File: src/rtl/hazard_fwd_ctrl_if.sv
// Decode-side control bundle for hazard_fwd_ctrl: ID fields and stall/flush in,
// forwarding selects and stall controls out.
interface hazard_fwd_ctrl_if #(
  parameter int RA_W  = 4,
  parameter int CNT_W = 16
);
  logic             ext_stall;
  logic             flush;
  logic             id_valid;
  logic [RA_W-1:0]  id_rs, id_rt, id_rd;
  logic             id_use_rs, id_use_rt;
  logic             id_wr, id_ld, id_st;
  logic [1:0]       fwd_rs_sel, fwd_rt_sel;
  logic             mem_mem_fwd;
  logic             stall_if_id;
  logic             bubble_ex;
  logic [CNT_W-1:0] stall_count;

  modport slave (
    input  ext_stall, flush, id_valid, id_rs, id_rt, id_rd,
           id_use_rs, id_use_rt, id_wr, id_ld, id_st,
    output fwd_rs_sel, fwd_rt_sel, mem_mem_fwd, stall_if_id, bubble_ex, stall_count
  );

  modport master (
    output ext_stall, flush, id_valid, id_rs, id_rt, id_rd,
           id_use_rs, id_use_rt, id_wr, id_ld, id_st,
    input  fwd_rs_sel, fwd_rt_sel, mem_mem_fwd, stall_if_id, bubble_ex, stall_count
  );
endinterface

File: src/rtl/hazard_fwd_ctrl.sv
// Forwarding / hazard control: shadows EX, MEM, WB writer state and derives operand
// forwarding selects, MEM-to-MEM store forwarding, load-use stalls and a stall counter.
module hazard_fwd_ctrl #(
  parameter int RA_W     = 4,
  parameter int ZERO_REG = 1,
  parameter int CNT_W    = 16
) (
  input  logic              clk,
  input  logic              rst,
  hazard_fwd_ctrl_if.slave  bus
);
  typedef struct packed {
    logic            v;
    logic [RA_W-1:0] rs, rt, rd;
    logic            use_rs, use_rt, wr, ld, st;
  } slot_t;

  slot_t            r_ex, r_mem, r_wb;
  logic             r_flush_pend;
  logic [CNT_W-1:0] r_cnt;

  slot_t w_id;
  logic  w_load_use, w_kill, w_bubble;

  function automatic logic f_match(input logic [RA_W-1:0] a, input logic [RA_W-1:0] b);
    return (a == b) && !((ZERO_REG != 0) && (a == '0));
  endfunction

  function automatic logic f_writes(input slot_t s, input logic [RA_W-1:0] r);
    return s.v && s.wr && f_match(s.rd, r);
  endfunction

  // MEM is the younger producer and wins; a load still in MEM has no data yet.
  function automatic logic [1:0] f_sel(input logic use_r, input logic [RA_W-1:0] r);
    if (!(r_ex.v && use_r))                 return 2'b00;
    else if (f_writes(r_mem, r) && !r_mem.ld) return 2'b01;
    else if (f_writes(r_wb, r))             return 2'b10;
    else                                    return 2'b00;
  endfunction

  // Store data on rt is not a stall source; it is patched by mem_mem_fwd instead.
  assign w_load_use = bus.id_valid && r_ex.v && r_ex.ld && r_ex.wr &&
                      ((bus.id_use_rs && f_match(bus.id_rs, r_ex.rd)) ||
                       (bus.id_use_rt && f_match(bus.id_rt, r_ex.rd) && !bus.id_st));
  assign w_kill     = bus.flush || r_flush_pend;
  assign w_bubble   = w_load_use && !bus.ext_stall;

  always_comb begin
    w_id        = '0;
    w_id.v      = bus.id_valid && !w_load_use && !w_kill;
    w_id.rs     = bus.id_rs;
    w_id.rt     = bus.id_rt;
    w_id.rd     = bus.id_rd;
    w_id.use_rs = bus.id_use_rs;
    w_id.use_rt = bus.id_use_rt;
    w_id.wr     = bus.id_wr;
    w_id.ld     = bus.id_ld;
    w_id.st     = bus.id_st;
  end

  always_ff @(posedge clk or posedge rst) begin
    if (rst) begin
      r_ex         <= '0;
      r_mem        <= '0;
      r_wb         <= '0;
      r_flush_pend <= 1'b0;
    end else if (!bus.ext_stall) begin
      r_wb         <= r_mem;
      r_mem        <= r_ex;
      r_ex         <= w_id;
      r_flush_pend <= 1'b0;
    end else begin
      // A flush seen while memory holds the pipe must still kill the ID instruction.
      r_flush_pend <= r_flush_pend || bus.flush;
    end
  end

  always_ff @(posedge clk or posedge rst) begin
    if (rst)                         r_cnt <= '0;
    else if (w_bubble && r_cnt != '1) r_cnt <= r_cnt + 1'b1;
  end

  assign bus.fwd_rs_sel  = f_sel(r_ex.use_rs, r_ex.rs);
  assign bus.fwd_rt_sel  = f_sel(r_ex.use_rt, r_ex.rt);
  assign bus.mem_mem_fwd = r_mem.v && r_mem.st && r_wb.v && r_wb.ld && r_wb.wr &&
                           f_match(r_mem.rt, r_wb.rd);
  assign bus.stall_if_id = w_load_use || bus.ext_stall;
  assign bus.bubble_ex   = w_bubble;
  assign bus.stall_count = r_cnt;
endmodule

File: src/flat_wrapper.sv
// flat-port wrapper written by rule: the top's interface ports become plain ports
module hazard_fwd_ctrl_flat 
#(
  parameter int RA_W     = 4,
  parameter int ZERO_REG = 1,
  parameter int CNT_W    = 16
)
  (clk, rst, bus_ext_stall, bus_flush, bus_id_valid, bus_id_rs, bus_id_rt, bus_id_rd, bus_id_use_rs, bus_id_use_rt, bus_id_wr, bus_id_ld, bus_id_st, bus_fwd_rs_sel, bus_fwd_rt_sel, bus_mem_mem_fwd, bus_stall_if_id, bus_bubble_ex, bus_stall_count);
  hazard_fwd_ctrl_if #(.RA_W(RA_W), .CNT_W(CNT_W)) bus_i ();
  input  logic clk;
  input  logic rst;
  input wire logic [$bits(bus_i.ext_stall)-1:0] bus_ext_stall;
  input wire logic [$bits(bus_i.flush)-1:0] bus_flush;
  input wire logic [$bits(bus_i.id_valid)-1:0] bus_id_valid;
  input wire logic [$bits(bus_i.id_rs)-1:0] bus_id_rs;
  input wire logic [$bits(bus_i.id_rt)-1:0] bus_id_rt;
  input wire logic [$bits(bus_i.id_rd)-1:0] bus_id_rd;
  input wire logic [$bits(bus_i.id_use_rs)-1:0] bus_id_use_rs;
  input wire logic [$bits(bus_i.id_use_rt)-1:0] bus_id_use_rt;
  input wire logic [$bits(bus_i.id_wr)-1:0] bus_id_wr;
  input wire logic [$bits(bus_i.id_ld)-1:0] bus_id_ld;
  input wire logic [$bits(bus_i.id_st)-1:0] bus_id_st;
  output wire logic [$bits(bus_i.fwd_rs_sel)-1:0] bus_fwd_rs_sel;
  output wire logic [$bits(bus_i.fwd_rt_sel)-1:0] bus_fwd_rt_sel;
  output wire logic [$bits(bus_i.mem_mem_fwd)-1:0] bus_mem_mem_fwd;
  output wire logic [$bits(bus_i.stall_if_id)-1:0] bus_stall_if_id;
  output wire logic [$bits(bus_i.bubble_ex)-1:0] bus_bubble_ex;
  output wire logic [$bits(bus_i.stall_count)-1:0] bus_stall_count;
  assign bus_i.ext_stall = bus_ext_stall;
  assign bus_i.flush = bus_flush;
  assign bus_i.id_valid = bus_id_valid;
  assign bus_i.id_rs = bus_id_rs;
  assign bus_i.id_rt = bus_id_rt;
  assign bus_i.id_rd = bus_id_rd;
  assign bus_i.id_use_rs = bus_id_use_rs;
  assign bus_i.id_use_rt = bus_id_use_rt;
  assign bus_i.id_wr = bus_id_wr;
  assign bus_i.id_ld = bus_id_ld;
  assign bus_i.id_st = bus_id_st;
  assign bus_fwd_rs_sel = bus_i.fwd_rs_sel;
  assign bus_fwd_rt_sel = bus_i.fwd_rt_sel;
  assign bus_mem_mem_fwd = bus_i.mem_mem_fwd;
  assign bus_stall_if_id = bus_i.stall_if_id;
  assign bus_bubble_ex = bus_i.bubble_ex;
  assign bus_stall_count = bus_i.stall_count;
  hazard_fwd_ctrl #(.RA_W(RA_W), .ZERO_REG(ZERO_REG), .CNT_W(CNT_W)) u_core (.clk(clk), .rst(rst), .bus(bus_i));
endmodule
File: config.mk
export PLATFORM = sky130hd
export DESIGN_NAME = hazard_fwd_ctrl_flat
export DESIGN_NICKNAME = d
export VERILOG_FILES = /design/src/rtl/hazard_fwd_ctrl_if.sv /design/src/rtl/hazard_fwd_ctrl.sv /design/src/flat_wrapper.sv
export SDC_FILE = /design/constraint.sdc
export NUM_CORES = 1
export LEC_CHECK = 0
export ABC_AREA = 1
export CAP_MARGIN = 40
export CELL_PAD_IN_SITES_DETAIL_PLACEMENT = 1
export CELL_PAD_IN_SITES_GLOBAL_PLACEMENT = 1
export CORE_ASPECT_RATIO = 1.5
export CORE_MARGIN = 5
export CORE_UTILIZATION = 35
export CTS_CLUSTER_DIAMETER = 50
export CTS_CLUSTER_SIZE = 20
export DETAILED_ROUTE_END_ITERATION = 12
export HOLD_SLACK_MARGIN = 0.12
export PLACE_DENSITY = 0.86
export SETUP_SLACK_MARGIN = 0.15
export SLEW_MARGIN = 20
export SYNTH_ARGS = -nofsm -noshare
export SYNTH_HDL_FRONTEND = slang
export SYNTH_SLANG_ARGS = --single-unit
File: constraint.sdc
create_clock -name clk -period 1.75 [get_ports clk]
set_input_delay 0.35 -clock clk [delete_from_list [all_inputs] [get_ports clk]]
set_output_delay 0.35 -clock clk [all_outputs]
set_load 0.03 [all_outputs]
Yosys cells after proc, flatten, opt, wreduce, memory -nomap -nowiden

Cells that the tools add are included.

Muxes and demuxes: 7
Add/subtract/negate cells: 1
Eq/ne operators: 8
Reductions and logical operators: 51

Operators with widths:

| kind                                                            | count |
|---|---|
| 1-bit logical AND                                               | 33 |
| 4-bit equality test                                             | 7 |
| 4-bit zero test                                                 | 5 |
| 16-bit by 1-bit adder with 16-bit output, second input constant | 1 |
| 16-bit inequality test, second input constant                   | 1 |
| 2-bit two-way mux                                               | 6 |
| 1-bit zero test                                                 | 10 |
| 1-bit logical OR                                                | 3 |
| 1-bit two-way mux                                               | 1 |

Logic and storage cells: 88
Output and inout bits: 23
Register bits: 54

Longest topological paths before layout

Depth in word-level cells: 10
Depth in mapped cells: 11
Mapped depth without buffers: 10

Worst setup path after synthesis

Ideal clock, no wire load.

Path kind: register to output
Start: register u_core.r_wb[6] (netlist name)
End: output port bus_mem_mem_fwd
Arrival: 1.672 ns
Path slack: -0.272 ns
Buffers on the path: 1
Data required time: 1.400 ns
Cell stages (with the launch flop): 5
Cell sequence: dfrtp_1 clkbuf_1 xnor2_1 o221ai_1 nor4_1

Longest elaborated chain between the ends: 3

Ends and longest elaborated chain:

| item                     | RTL line              | RTL |
|---|---|---|
| start: declaration       | hazard_fwd_ctrl.sv:18 | `slot_t r_ex, r_mem, r_wb;` |
| start signal: assignment | hazard_fwd_ctrl.sv:68 | `r_wb <= r_mem;` |
| 4-bit equality test      | hazard_fwd_ctrl.sv:26 | `return (a == b) && !((ZERO_REG != 0) && (a == '0));` |
| 1-bit logical AND        | hazard_fwd_ctrl.sv:26 |  |
| 1-bit logical AND        | hazard_fwd_ctrl.sv:85 | `assign bus.mem_mem_fwd = r_mem.v && r_mem.st && r_wb.v && r_wb.ld && r_wb.wr &&` |
| end: declaration         | flat_wrapper.sv:25    | `output wire logic [$bits(bus_i.mem_mem_fwd)-1:0] bus_mem_mem_fwd;` |

No other way between the ends.

Worst setup path after layout

Start: register u_core.r_mem[6] (netlist name)
End: output port bus_fwd_rs_sel[0]

Longest elaborated chain between the ends: 7

Ends and longest elaborated chain:

| item                     | RTL line              | RTL |
|---|---|---|
| start: declaration       | hazard_fwd_ctrl.sv:18 |  |
| start signal: assignment | hazard_fwd_ctrl.sv:69 | `r_mem <= r_ex;` |
| 4-bit zero test          | hazard_fwd_ctrl.sv:26 |  |
| 1-bit zero test          | hazard_fwd_ctrl.sv:26 |  |
| 1-bit logical AND *      | hazard_fwd_ctrl.sv:26 |  |
| 1-bit logical AND *      | hazard_fwd_ctrl.sv:30 | `return s.v && s.wr && f_match(s.rd, r);` |
| 1-bit logical AND *      | hazard_fwd_ctrl.sv:36 | `else if (f_writes(r_mem, r) && !r_mem.ld) return 2'b01;` |
| 2-bit two-way mux *      | hazard_fwd_ctrl.sv:36 |  |
| 2-bit two-way mux *      | hazard_fwd_ctrl.sv:35 | `if (!(r_ex.v && use_r)) return 2'b00;` |
| end: declaration         | flat_wrapper.sv:23    | `output wire logic [$bits(bus_i.fwd_rs_sel)-1:0] bus_fwd_rs_sel;` |

Mark *: on every way between the ends. The rest lies on a longest branch, timed or not.

==> impl_results.md <==
* Tot GR Track Use at 20.1%
* Largest net degree at the start of global routing at between 50 and 60
* Placer Congestion at 0.827
* Crit share post-route at 112%
* Core ar. at a little over 0.008 mm^2
* M1 WL at 3.78 mm
* CP max-delay cell: dfrtp_1
* Ys async rst share at 100%
* Die footprint at roughly 0.010 mm^2
* Complex-gate fraction of the synthesized area at around 7.7%
* Worst rel slew slack at 67.4%
* Failing checks: negative setup slack
* Syn nets at 416
* Setup Viol. Count Final at 7
* Layout cells sized above 1 at 29.7%
* Via count at approximately 3,000
* Synth Area in Simple Gates at 32.0%
* Number of distinct library cells after synthesis at 30
* Area post-placement at approximately 0.0037 mm^2
* Final Cell Area at 0.00422 mm^2
* DR iter-0 viols at 162
* Hold Violations, Final at 0
* Synth top area share at a little under half
* DR WL/cell at 18.4 um
* Post-route setup slack at -0.204 ns
* Post-Synthesis Cells at ~400
* Hold Crit Class: input pin to flip-flop
* Worst Setup Start Kind: flip-flop
* XOR/XNOR Fraction of Synth Area at 6.23%
* Setup CP Type: flip-flop to output port
* Most common cell in the netlist: nand2_1
* Clock buffer count from CTS at 5
* YS warnings at 0
* Hold Buf Count CTS at 0
* CP max FO at 5
* Io pins at 45
* Max-cap violations at 0
* Vias per cell at 5.19
* Post-Synth Adder-Cell Area at 0.424%
* Power per cell area at 787 mW/mm^2
* Tmin final at 1.95 ns
* Row Count at 41
* Slew Limit Fails at 0
* Post-placement setup slack at -0.484 ns
* Number of flops mapped to enable cells by yosys at 0
* ANT cells at 0
* Clock root buffer: clkbuf_16
* Slew @ Worst Pin at 0.488 ns
* Crit-path max cell delay at 0.40 ns
* First-pass GRT wire length at roughly 17 mm
* DR pass1 iterations at 4
* Clk slew on worst S/H paths at 0.07 ns
* Max Clk Rate at 512 MHz
* TritonCTS clock tree: done
* Highest routed layer: met4
* Number of synthesized register bits at 54
* Remaining DRCs at 0
* Largest family of logic cells by synthesized area: simple AND/OR/NAND/NOR gates
* Clock Latency Late Sink at 0.29 ns
* Met3 wire len at roughly 300 um
* Worst clock skew at about 0.005 ns
* Arrival time worst endpoint at between 1.5 and 2 ns
* Crit. End Element: output port
* Bufs on Longest Clock Path at 2
* Port Buffers at 44
* WP buf/inv at 2
* Worst-path cell chain: inv_2, nand4_1, nand2_2, nor3_4, nand3_2, nor3_4, buf_6
* Status: complete, but fails checks
* Initial antenna violation count at 0
* Most used flip-flop cell after synthesis: dfrtp_1
* Cell mode on critical path: nor3_4
* Initial Util at 35.5%
* Detailed placement HPWL at between 6 and 7 mm
* Antenna Nets Post-Route at 0
* Grt ovf at 0
* Pwr Total at 3330 uW
* Register area share after synthesis at approximately 46%
* Area delta synth->final at 43.1%
* Die H at 122 um
* VDD IR-drop max at 454 uV
* Largest delay contributor family on the critical path: simple AND/OR/NAND/NOR gates
* Leakage at around 0.0021 uW
* RSZ-0062 raised after global routing: true
* Vias in the first global route at 3,298
* Syn Area/Cell at between 7 and 8 um^2
* Mux contribution to synthesized area at 0%
* Ranking of synthesized cells by area: dfrtp_1 (46%), nand2_1 (18%), o21ai_0 (5.9%)
* CTS H-tree lvls at 2
* Mapped Area at 0.00295 mm^2
* Setup TNS at -1.17 ns
* WP data required at 1.40 ns
* Worst hold margin at 0.434 ns
* Top cells by count, synth: nand2_1 (144), dfrtp_1 (54), inv_1 (39)
* Die Wd at between 80 and 90 um
* DRT Wirelength at 10.6 mm
* Nets@finish at 493
* Clock Sinks at 54
* Met2 WL at around 5.9 mm
* Cell taking the most area after synthesis: dfrtp_1
[placed cells by master, fill, tap and decap left out, types with 2 or more instances in the layout]
| cell | netlist | routed |
|---|---|---|
| xor2_1 | 12 | 12 |
| o22ai_1 | 2 | 2 |
| nor2_2 | 0 | 4 |
| dfrtp_1 | 54 | 45 |
| nor3_2 | 1 | 2 |
| nand2_2 | 11 | 26 |
| buf_6 | 0 | 9 |
| clkdlybuf4s50_1 | 0 | 11 |
| nand3_1 | 14 | 11 |
| o21ai_1 | 0 | 2 |
| nand3_2 | 1 | 4 |
| clkbuf_16 | 0 | 6 |
| dfrtp_2 | 0 | 9 |
| clkbuf_2 | 0 | 2 |
| xnor2_1 | 9 | 8 |
| buf_12 | 0 | 3 |
| a21oi_1 | 3 | 2 |
| nand4_1 | 8 | 8 |
| buf_4 | 1 | 30 |
| inv_2 | 8 | 20 |
| inv_1 | 39 | 26 |
| nor3_4 | 0 | 3 |
| o21ai_0 | 35 | 33 |
| nor2_1 | 23 | 18 |
| nand2_4 | 0 | 6 |
| dlygate4sd2_1 | 0 | 23 |
| nor3_1 | 8 | 4 |
| bufinv_16 | 0 | 2 |
| nand2_1 | 144 | 123 |
[layer usage]
layer	vias up	track usage, %
li1	1379	-
met1	1498	21.3
met2	81	38.8
met3	44	2.48
met4	0	9.50
met5	-	0
[per-stage QoR]
step | util, % | instances
2_1_floorplan | - | 393
3_3_place_gp | 44.3 | 553
3_5_place_dp | 44.3 | 553
4_1_cts | 49.1 | 569
5_1_grt | 50.8 | 578
6_report | 50.8 | 578
[power by group]
group | total [uW] | internal, uW | switching (uW)
logic | 558 | 227 | 331
registers | 1450 | 1340 | 105
clock network | 1320 | 860 | 462
total | 3330 | 2430 | 898
[area by class of cell]
class / instances / area [um^2]
multi-input combinational: 281 / 1580
clock inverter: 2 / 60.1
inverter: 47 / 180
clock buffer: 6 / 139
sequential: 54 / 1360
fill: 1040 / 4090
timing repair buffer: 81 / 771
tap: 107 / 134
[registers in the layout (all words and copies together), names as in the netlist]
| register | cells |
|---|---|
| u_core.r_mem | 12 |
| u_core.r_wb | 7 |
| u_core.r_ex | 18 |
| u_core.r_flush_pend | 1 |
| u_core.bus.stall_count | 16 |
[path summary, 6_finish.rpt]
check / startpoint / endpoint / slack (ns) / cells after the start
setup / recovery: u_core.r_mem[6]$_DFFE_PP0N_ / bus_fwd_rs_sel[0] / -0.20 / 7
hold / removal: bus_id_st / u_core.r_ex[0]$_DFFE_PP0N_ / 0.43 / 3
setup reg to reg: u_core.r_ex[7]$_DFFE_PP0N_ / u_core.bus.stall_count[12]$_DFFE_PP0P_ / 0.03 / 12
hold reg to reg: u_core.r_mem[0]$_DFFE_PP0N_ / u_core.r_mem[0]$_DFFE_PP0N_ / 0.49 / 2
max in group asynchronous: rst / u_core.r_wb[5]$_DFFE_PP0N_ / 1.00 / 3
min in group asynchronous: rst / u_core.r_ex[7]$_DFFE_PP0N_ / 0.48 / 3
[tightest hold or removal path: cells and delay by family]
kind / cells / cell delay [ns]
AND/OR/NAND/NOR: 2 / 0.11
buffers and inverters: 1 / 0.23
[cell families (layout without fill, tap and decap cells)]
logic type                 after synthesis  after routing
xor gates and xnor gates                21             21
AOI/OAI and AO/OA                       43             43
adders and majority gates                1              1
and+or+nand+nor                        216            216
buffers and inverters                   58            136
DFF                                     54             54
[repair_timing]
item,in CTS,in global routing
pin swaps,14,13
gates resized for setup,73,37
endpoints found under the hold margin,0,0
endpoints found under the setup margin,40,27
setup buffers,6,9
gates cloned,2,0
(Power assumes the default switching activity.)
